==> src/rtl/rv_bus_pkg.sv <==
// Shared definitions for the peripheral bus: FSM state encoding, base address default and a
// constant-safe clog2 used to size the slave index.
package rv_bus_pkg;

  typedef enum logic [1:0] {
    ST_IDLE   = 2'd0,
    ST_ACCESS = 2'd1,
    ST_RESP   = 2'd2
  } bus_state_e;

  localparam logic [31:0] DEFAULT_BASE_ADDR = 32'h8000_0000;

  function automatic int clog2(input int n);
    int r;
    r = 0;
    for (int v = 1; v < n; v = v * 2) r++;
    return r;
  endfunction

endpackage

==> src/rtl/rv_bus_decode.sv <==
// Combinational address decode: region hit, slave index, window offset and request legality.
// Kept separate so a future multi-master arbiter can reuse it per master port.
module rv_bus_decode
  import rv_bus_pkg::*;
#(
  parameter int              XLEN      = 32,
  parameter int              N_SLV     = 4,
  parameter int              SLV_AW    = 12,
  parameter int              IDX_W     = 2,
  parameter logic [XLEN-1:0] BASE_ADDR = XLEN'(DEFAULT_BASE_ADDR)
) (
  input  logic [XLEN-1:0]   addr,
  input  logic              wr_en,
  input  logic              rd_en,
  output logic              hit,
  output logic [IDX_W-1:0]  idx,
  output logic [SLV_AW-1:0] offset,
  output logic              illegal
);

  localparam int TAG_LSB = SLV_AW + IDX_W;

  logic in_range;

  assign idx    = addr[SLV_AW +: IDX_W];
  assign offset = addr[SLV_AW-1:0];

  // A power-of-two slave count fills the whole index field, so every index is populated.
  generate
    if (N_SLV == (1 << IDX_W)) begin : g_full
      assign in_range = 1'b1;
    end else begin : g_partial
      assign in_range = (int'(idx) < N_SLV);
    end
  endgenerate

  assign hit     = (addr[XLEN-1:TAG_LSB] == BASE_ADDR[XLEN-1:TAG_LSB]) && in_range;
  assign illegal = (offset[1:0] != 2'b00) || (wr_en && rd_en);

endmodule

==> src/rtl/rv_periph_bus.sv <==
// Peripheral interconnect: rv_core data port to N_SLV memory-mapped slaves with a registered
// request/ready handshake, wait-state timeout and a single-cycle response to the master.
module rv_periph_bus
  import rv_bus_pkg::*;
#(
  parameter int              XLEN      = 32,
  parameter int              N_SLV     = 4,
  parameter int              SLV_AW    = 12,
  parameter logic [XLEN-1:0] BASE_ADDR = XLEN'(DEFAULT_BASE_ADDR),
  parameter int              TIMEOUT   = 255,
  parameter int              TO_W      = 8
) (
  input  logic                  clk,
  input  logic                  rst_n,
  input  logic [XLEN-1:0]       m_addr,
  input  logic [XLEN-1:0]       m_wr_data,
  input  logic                  m_wr_en,
  input  logic                  m_rd_en,
  output logic [XLEN-1:0]       m_rd_data,
  output logic                  m_ready,
  output logic                  m_err,
  output logic [N_SLV-1:0]      s_sel,
  output logic [SLV_AW-1:0]     s_addr,
  output logic [XLEN-1:0]       s_wr_data,
  output logic                  s_wr_en,
  output logic                  s_rd_en,
  input  logic [N_SLV*XLEN-1:0] s_rd_data,
  input  logic [N_SLV-1:0]      s_ready
);

  localparam int IDX_W = (N_SLV > 1) ? clog2(N_SLV) : 1;

  bus_state_e        state, state_n;
  logic [TO_W-1:0]   cnt, cnt_n;
  logic [IDX_W-1:0]  sel_idx, sel_idx_n;
  logic [N_SLV-1:0]  s_sel_n;
  logic [SLV_AW-1:0] s_addr_n;
  logic [XLEN-1:0]   s_wr_data_n, m_rd_data_n;
  logic              s_wr_en_n, s_rd_en_n, m_ready_n, m_err_n;

  logic              dec_hit, dec_illegal;
  logic [IDX_W-1:0]  dec_idx;
  logic [SLV_AW-1:0] dec_offset;

  rv_bus_decode #(
    .XLEN      (XLEN),
    .N_SLV     (N_SLV),
    .SLV_AW    (SLV_AW),
    .IDX_W     (IDX_W),
    .BASE_ADDR (BASE_ADDR)
  ) u_decode (
    .addr    (m_addr),
    .wr_en   (m_wr_en),
    .rd_en   (m_rd_en),
    .hit     (dec_hit),
    .idx     (dec_idx),
    .offset  (dec_offset),
    .illegal (dec_illegal)
  );

  always_comb begin
    state_n     = state;
    cnt_n       = cnt;
    sel_idx_n   = sel_idx;
    s_sel_n     = s_sel;
    s_addr_n    = s_addr;
    s_wr_data_n = s_wr_data;
    s_wr_en_n   = s_wr_en;
    s_rd_en_n   = s_rd_en;
    m_rd_data_n = '0;
    m_ready_n   = 1'b0;
    m_err_n     = 1'b0;
    case (state)
      ST_IDLE: begin
        if (m_wr_en || m_rd_en) begin
          if (dec_hit && !dec_illegal) begin
            state_n     = ST_ACCESS;
            cnt_n       = '0;
            sel_idx_n   = dec_idx;
            s_sel_n     = N_SLV'(1) << dec_idx;
            s_addr_n    = dec_offset;
            s_wr_data_n = m_wr_data;
            s_wr_en_n   = m_wr_en;
            s_rd_en_n   = m_rd_en;
          end else begin
            // Miss or illegal request: answer straight away without touching any slave.
            state_n   = ST_RESP;
            m_ready_n = 1'b1;
            m_err_n   = 1'b1;
          end
        end
      end
      ST_ACCESS: begin
        // Ready is tested before the timeout so a slave answering on the last cycle still wins.
        if (s_ready[sel_idx]) begin
          state_n     = ST_RESP;
          m_ready_n   = 1'b1;
          m_rd_data_n = s_rd_en ? s_rd_data[sel_idx*XLEN +: XLEN] : '0;
          s_sel_n     = '0;
          s_wr_en_n   = 1'b0;
          s_rd_en_n   = 1'b0;
        end else if (cnt == TO_W'(TIMEOUT)) begin
          state_n   = ST_RESP;
          m_ready_n = 1'b1;
          m_err_n   = 1'b1;
          s_sel_n   = '0;
          s_wr_en_n = 1'b0;
          s_rd_en_n = 1'b0;
        end else begin
          cnt_n = cnt + TO_W'(1);
        end
      end
      ST_RESP: state_n = ST_IDLE;
      default: state_n = ST_IDLE;
    endcase
  end

  always_ff @(posedge clk or negedge rst_n) begin
    if (!rst_n) begin
      state     <= ST_IDLE;
      cnt       <= '0;
      sel_idx   <= '0;
      s_sel     <= '0;
      s_addr    <= '0;
      s_wr_data <= '0;
      s_wr_en   <= 1'b0;
      s_rd_en   <= 1'b0;
      m_rd_data <= '0;
      m_ready   <= 1'b0;
      m_err     <= 1'b0;
    end else begin
      state     <= state_n;
      cnt       <= cnt_n;
      sel_idx   <= sel_idx_n;
      s_sel     <= s_sel_n;
      s_addr    <= s_addr_n;
      s_wr_data <= s_wr_data_n;
      s_wr_en   <= s_wr_en_n;
      s_rd_en   <= s_rd_en_n;
      m_rd_data <= m_rd_data_n;
      m_ready   <= m_ready_n;
      m_err     <= m_err_n;
    end
  end

endmodule
==> config.mk <==
export PLATFORM = sky130hd
export DESIGN_NAME = rv_periph_bus
export DESIGN_NICKNAME = d
export VERILOG_FILES = /design/src/rtl/rv_bus_pkg.sv /design/src/rtl/rv_bus_decode.sv /design/src/rtl/rv_periph_bus.sv
export SDC_FILE = /design/constraint.sdc
export NUM_CORES = 1
export LEC_CHECK = 0
export CAP_MARGIN = 25
export CORE_UTILIZATION = 33
export DETAILED_ROUTE_END_ITERATION = 16
export PLACE_DENSITY_LB_ADDON = 0.12
export SLEW_MARGIN = 20
export SYNTH_ARGS = -nofsm -noshare
export SYNTH_HDL_FRONTEND = slang
export SYNTH_SLANG_ARGS = --single-unit
export TNS_END_PERCENT = 20
==> constraint.sdc <==
create_clock -name clk -period 1.59 [get_ports clk]
set_input_delay 0.318 -clock clk [delete_from_list [all_inputs] [get_ports clk]]
set_output_delay 0.318 -clock clk [all_outputs]
set_load 0.01 [all_outputs]
* Yosys cells after proc, flatten, opt, wreduce, memory -nomap -nowiden
Cells that the tools add are included.
Storage, ports and cells: bits in registers 96, word-level logic and storage cells 70, output and inout port bits 84
Cells by class: shifts and indexed selects 2, $add $sub $neg 1, eq/ne operators 8, $lt $le $gt $ge 1, muxes and demuxes 35, reductions and logical operators 12
Operators with widths (number):
- indexed part select 128 x 8 -> 32 bit | 1
- two-way mux 32 bit | 3
- two-way mux 8 bit | 4
- == test 18 bit, second input constant | 1
- two-way mux 4 bit | 4
- case mux 8 bit (2 select lines) | 1
- two-way mux 1 bit | 12
- adder 8 x 1 -> 8 bit, second input constant | 1
- == test 8 bit, second input constant | 1
- two-way mux 2 bit | 4
- != test 2 bit, second input constant | 4
- case mux 1 bit (2 select lines) | 4
- case mux 4 bit (2 select lines) | 1
- AND reduction 5 bit | 1
- case mux 2 bit (2 select lines) | 1
- AND reduction 4 bit | 1
- nonzero test 2 bit | 2
- << shifter 1 x 2 -> 4 bit, first input constant | 1
- less-than comparator 2 x 3 -> 1 bit, second input constant | 1
- != test 3 bit, second input constant | 1
- AND reduction 3 bit | 1
- binary-select mux 1 bit (select 2 bit) | 1
- == test 2 x 1 -> 1 bit, second input constant | 1
- logical AND 1 bit | 2
- 4 further kinds | 5

* Longest topological paths before layout
word-level depth 7, depth in mapped cells 6, gate-level depth less buffers 5

* By module
A second synthesis with hierarchy kept.
Unflattened totals: cells, all modules 402, area, all modules 4490.6 sq um
By module, submodules not included:
- rv_periph_bus | area each 4329.2 sq um, instances 1, sequential area each 2402.3 sq um, cells each 380
- rv_bus_decode | area each 161.4 sq um, instances 1, sequential area each 0.0 sq um, cells each 22

* Worst setup path after synthesis
OpenSTA, ideal clock, no wires.
path kind input to register, start in m_addr[18], end reg s_wr_data[13], arrival time 1.663 ns, path buffers 1, path slack -0.198 ns, stages 5, cell sequence nor4_1 nand4b_1 nor2_2 buf_6 mux2_2
On the way: cells in the longest elaborated chain, start to end 3
Ends and longest elaborated chain:
- start, declared | RTL line rv_periph_bus.sv:15 | input logic [XLEN-1:0] m_addr,
- == test 18 bit | RTL line rv_bus_decode.sv:37 | assign hit = (addr[XLEN-1:TAG_LSB] == BASE_ADDR[XLEN-1:TAG_LSB]) && in_range;
- logical AND 1 bit | RTL line rv_periph_bus.sv:76 | if (dec_hit && !dec_illegal) begin
- AND reduction 3 bit (no source line)
- end signal, assigned | RTL line rv_periph_bus.sv:137 | s_wr_data <= s_wr_data_n;
- end, declared | RTL line rv_periph_bus.sv:24 | output logic [XLEN-1:0] s_wr_data,
Every way passes these cells. A chain may end at the register's enable or synchronous reset.

* Final worst setup path
start reg sel_idx[0], end reg cnt[3]
On the way: cells in the longest elaborated chain, start to end 4
Ends and longest elaborated chain:
- start, declared | RTL line rv_periph_bus.sv:35 | logic [IDX_W-1:0] sel_idx, sel_idx_n;
- start signal, assigned | RTL line rv_periph_bus.sv:134 | sel_idx <= sel_idx_n;
- binary-select mux 1 bit (select 2 bit) | RTL line rv_periph_bus.sv:95 | if (s_ready[sel_idx]) begin
- two-way mux 1 bit (not written as such) | RTL line rv_periph_bus.sv:95
- != test 2 bit (no source line)
- AND reduction 5 bit (no source line)
- end signal, assigned | RTL line rv_periph_bus.sv:133 | cnt <= cnt_n;
- end, declared | RTL line rv_periph_bus.sv:34 | logic [TO_W-1:0] cnt, cnt_n;
Every way passes these cells. The select of a mux whose other input is x is not followed.

==> results by group <==
Drt
  • DRT iter0 DRCs: about 200
  • Antenna Nets Post-Route: 0
  • Residual DRC: 0
  • WL per Instance: 18.5 um
  • Via count: around 4,000
  • DR vias/cell: between 4 and 5
  • Wirelength, routed: between 15,000 and 20,000 um
  • DRT Pass-1 Iters: 4

Die
  • Die area: 0.0141 mm2
  • Die W: between 100 and 150 um
  • Num rows: 42
  • Core area: around 0.013 mm2
  • Die height: roughly 120 um
  • I/O pin cnt: approximately 280
  • Starting density of the core: between 30% and 40%

Clocking
  • Clock slew seen by the registers of the worst setup and hold paths: approximately 70 ps
  • CTS tree: done
  • Root buf cell: clkbuf_16
  • Htree depth: 3
  • TritonCTS Buffers: 9
  • Worst-skew pair later-pin latency: 340 ps
  • Clock tree sinks: 96
  • Longest Clk Path Bufs: 2

Critical path
  • Flop2flop setup slack: -130 ps
  • CP max-delay cell: mux4_2
  • Worst path arrival time: a little under 2000 ps
  • CP max FO: 5
  • CP startpoint kind: flip-flop
  • WP buf/inv: 1
  • WP data required: roughly 1900 ps
  • Crit Reg-Reg Endpoint: cnt[3]$_DFFE_PN0P_
  • CP peak stage delay: about 600 ps
  • CP Class: flip-flop to flip-flop
  • CP cell instances: mux4_2 -> a211oi_4 -> buf_4 -> a41oi_2 -> a31oi_1
  • CP delay by family, top: multiplexers
  • Setup crit end kind: flip-flop
  • Worst reg2reg startpoint: sel_idx[0]$_DFFE_PN0P_
  • Worst reg2reg path depth: 5

Run
  • Max cap viols: 0

Place
  • Dpl hpwl: approximately 11,000 um
  • PortBufs: 283
  • Dpl cells: 780
  • GPL Wtd Cong: ~0.77
  • Pre-CTS WS: -650 ps
  • Area post-placement: 0.00781 mm2

STA
  • Fin. Hold Viols: 0
  • Post-Route Hold Slack: between 15 and 20 ps
  • Clock Skew: 5.59 ps
  • Fin crit share: 108%
  • Final worst setup slack: -125 ps
  • Post-route minimum period: 1720 ps
  • Final Max Tran Viols: 0
  • Worst Max-Slew Pin Slew: ~500 ps
  • Final setup vio count: 78
  • RSZ-0062 raised after global routing: yes
  • Fmax: between 500 and 600 MHz
  • Rel. slew slack: 65.6%

Global routing
  • Gr usage total: around 22%
  • Vias in the first global route: ~4,300
  • Met3 Resource Use GR: under 10%
  • Initial antenna violation count: 0
  • Met1 Use GR: approximately 26%
  • Largest net degree at the start of global routing: between 90 and 100
  • M2 GR Usage: between 40% and 50%
  • Total grt overflow: 0
  • First-pass GRT wire length: 23,600 um
  • GRT busiest layer: met2

Finish
  • Final Non-Filler Cells: ~800
  • Diode count: 0
  • Nets: between 800 and 900
  • Final Instance Area: approximately 0.0087 mm2
  • Share of cells above drive strength 1: 27.2%
  • Commonest non-fill, non-tap cell in the layout: clkdlybuf4s50_1
  • Fill cell count: 1,045
  • Most frequent cells in the layout: 225 x clkdlybuf4s50_1, 94 x dfrtp_1, 44 x mux2_4
  • Reg area: roughly 0.0024 mm2
  • Area of the multi-input gates: 0.00227 mm2
  • Synth-to-Final Area Change: 92.1%

Power and ir drop
  • Pwr dens: around 600 mW/mm2
  • Leak pwr: between 0.004 and 0.005 uW
  • Overall power: 5220 uW
  • Worst VDD drop: roughly 0.6 mV

Status
  • Outcome: finished with violations
  • Failing checks: negative setup slack

Yosys
  • Dominant synthesized flop cell: dfrtp_1
  • Average size of a mapped cell: around 15 um2
  • Ys Warns: 0
  • Cells after Synth: 307
  • Ys async rst share: 100%
  • EDFF count, synth: 0
  • Yosys reg bits: between 90 and 100
  • Post-Synthesis Net Count: about 510
  • Register area share after synthesis: between 50% and 60%
  • Post-synth cell types: 36
  • Synthesized cell area: 0.00451 mm2

Min path
  • Worst hold path class: primary input to async pin
-- power by group --
group	switching, uW	total (uW)	internal, uW
Clock	970	2050	1080
Sequential	7.05	2460	2450
Combinational	185	710	525
-- flip-flops by register name, summed over array words and instances, names as in the netlist --
register / cells
m_rd_data: 32
sel_idx: 2
s_addr: 12
m_err: 1
m_ready: 1
s_wr_en: 1
s_wr_data: 32
state: 2
s_sel: 4
s_rd_en: 1
cnt: 8
-- timing repair --
action / 4_1_cts / 5_1_grt
pin swaps: 16 / 8
buffers inserted: 18 / 3
hold buffers: 0 / 0
cloned: 5 / 1
endpoints found under the hold margin: 0 / 0
setup endpoints to repair: 97 / 115
gates resized for setup: 103 / 46
-- cells by family after synthesis --
| logic type | count (synthesis) | synth area share [%] |
|---|---|---|
| adders and majority gates | 1 | 0.278 |
| and+or+nand+nor | 82 | 10.6 |
| AOI/OAI and AO/OA | 21 | 3.42 |
| muxes | 86 | 29.5 |
| buffers and inverters | 21 | 2.92 |
| DFF | 96 | 53.3 |
-- synth_stat cells, types with 2 or more instances --
master    instances  area share [%]
dfrtp_1          96              53
mux2_2           45              11
mux4_2           33              16
nor2b_1          28             3.9
nand3_1          14             1.6
nand2_1          10            0.83
mux2i_1           8             1.8
and2b_1           7             1.2
clkbuf_1          7            0.58
buf_2             6            0.67
buf_6             6             1.5
nor2_1            6            0.50
nor4_1            5            0.69
o21ai_0           5            0.56
a31oi_1           4            0.56
a21oi_1           3            0.33
a41oi_1           3            0.58
inv_1             2            0.17
nor4b_1           2            0.39
-- per-layer routing --
layer / part of all wire [%] / vias to the layer above / wire length, um
met5: 0 / - / 0
met4: 1.3 / 0 / 200
met3: 7.2 / 15 / 1100
met2: 53 / 189 / 7970
met1: 39 / 1991 / 5890
li1: - / 1812 / -
-- how the worst max path moves through the flow --
stage	from	end	slack [ps]	cells after the start
after CTS	state[1]$_DFFE_PN0P_	s_addr[10]$_DFFE_PN0P_	-110	8
after global routing	sel_idx[0]$_DFFE_PN0P_	cnt[7]$_DFFE_PN0P_	-210	5
after floorplan	m_addr[18]	s_addr[10]$_DFFE_PN0P_	-120	5
after detailed placement	m_addr[15]	s_wr_data[24]$_DFFE_PN0P_	-650	6
after global placement	m_addr[18]	s_wr_data[19]$_DFFE_PN0P_	-610	6
final	sel_idx[0]$_DFFE_PN0P_	cnt[3]$_DFFE_PN0P_	-130	5
-- per-stage QoR --
step	utilization [%]	TNS, ps
3_5_place_dp	58.8	-47680
6_report	65.1	-6330
4_1_cts	64.8	-3550
5_1_grt	65.1	-11360
2_1_floorplan	-	-6400
3_3_place_gp	58.8	-44500
-- cell type report --
| type | count | area share (%) |
|---|---|---|
| Clock buffer | 10 | 2.65 |
| Clock inverter | 6 | 0.578 |
| Inverter | 2 | 0.0867 |
| Multi-Input combinational cell | 191 | 26.3 |
| Sequential cell | 96 | 27.8 |
| Tap cell | 176 | 2.54 |
| Timing Repair Buffer | 338 | 40.1 |
(Power assumes the default switching activity.)
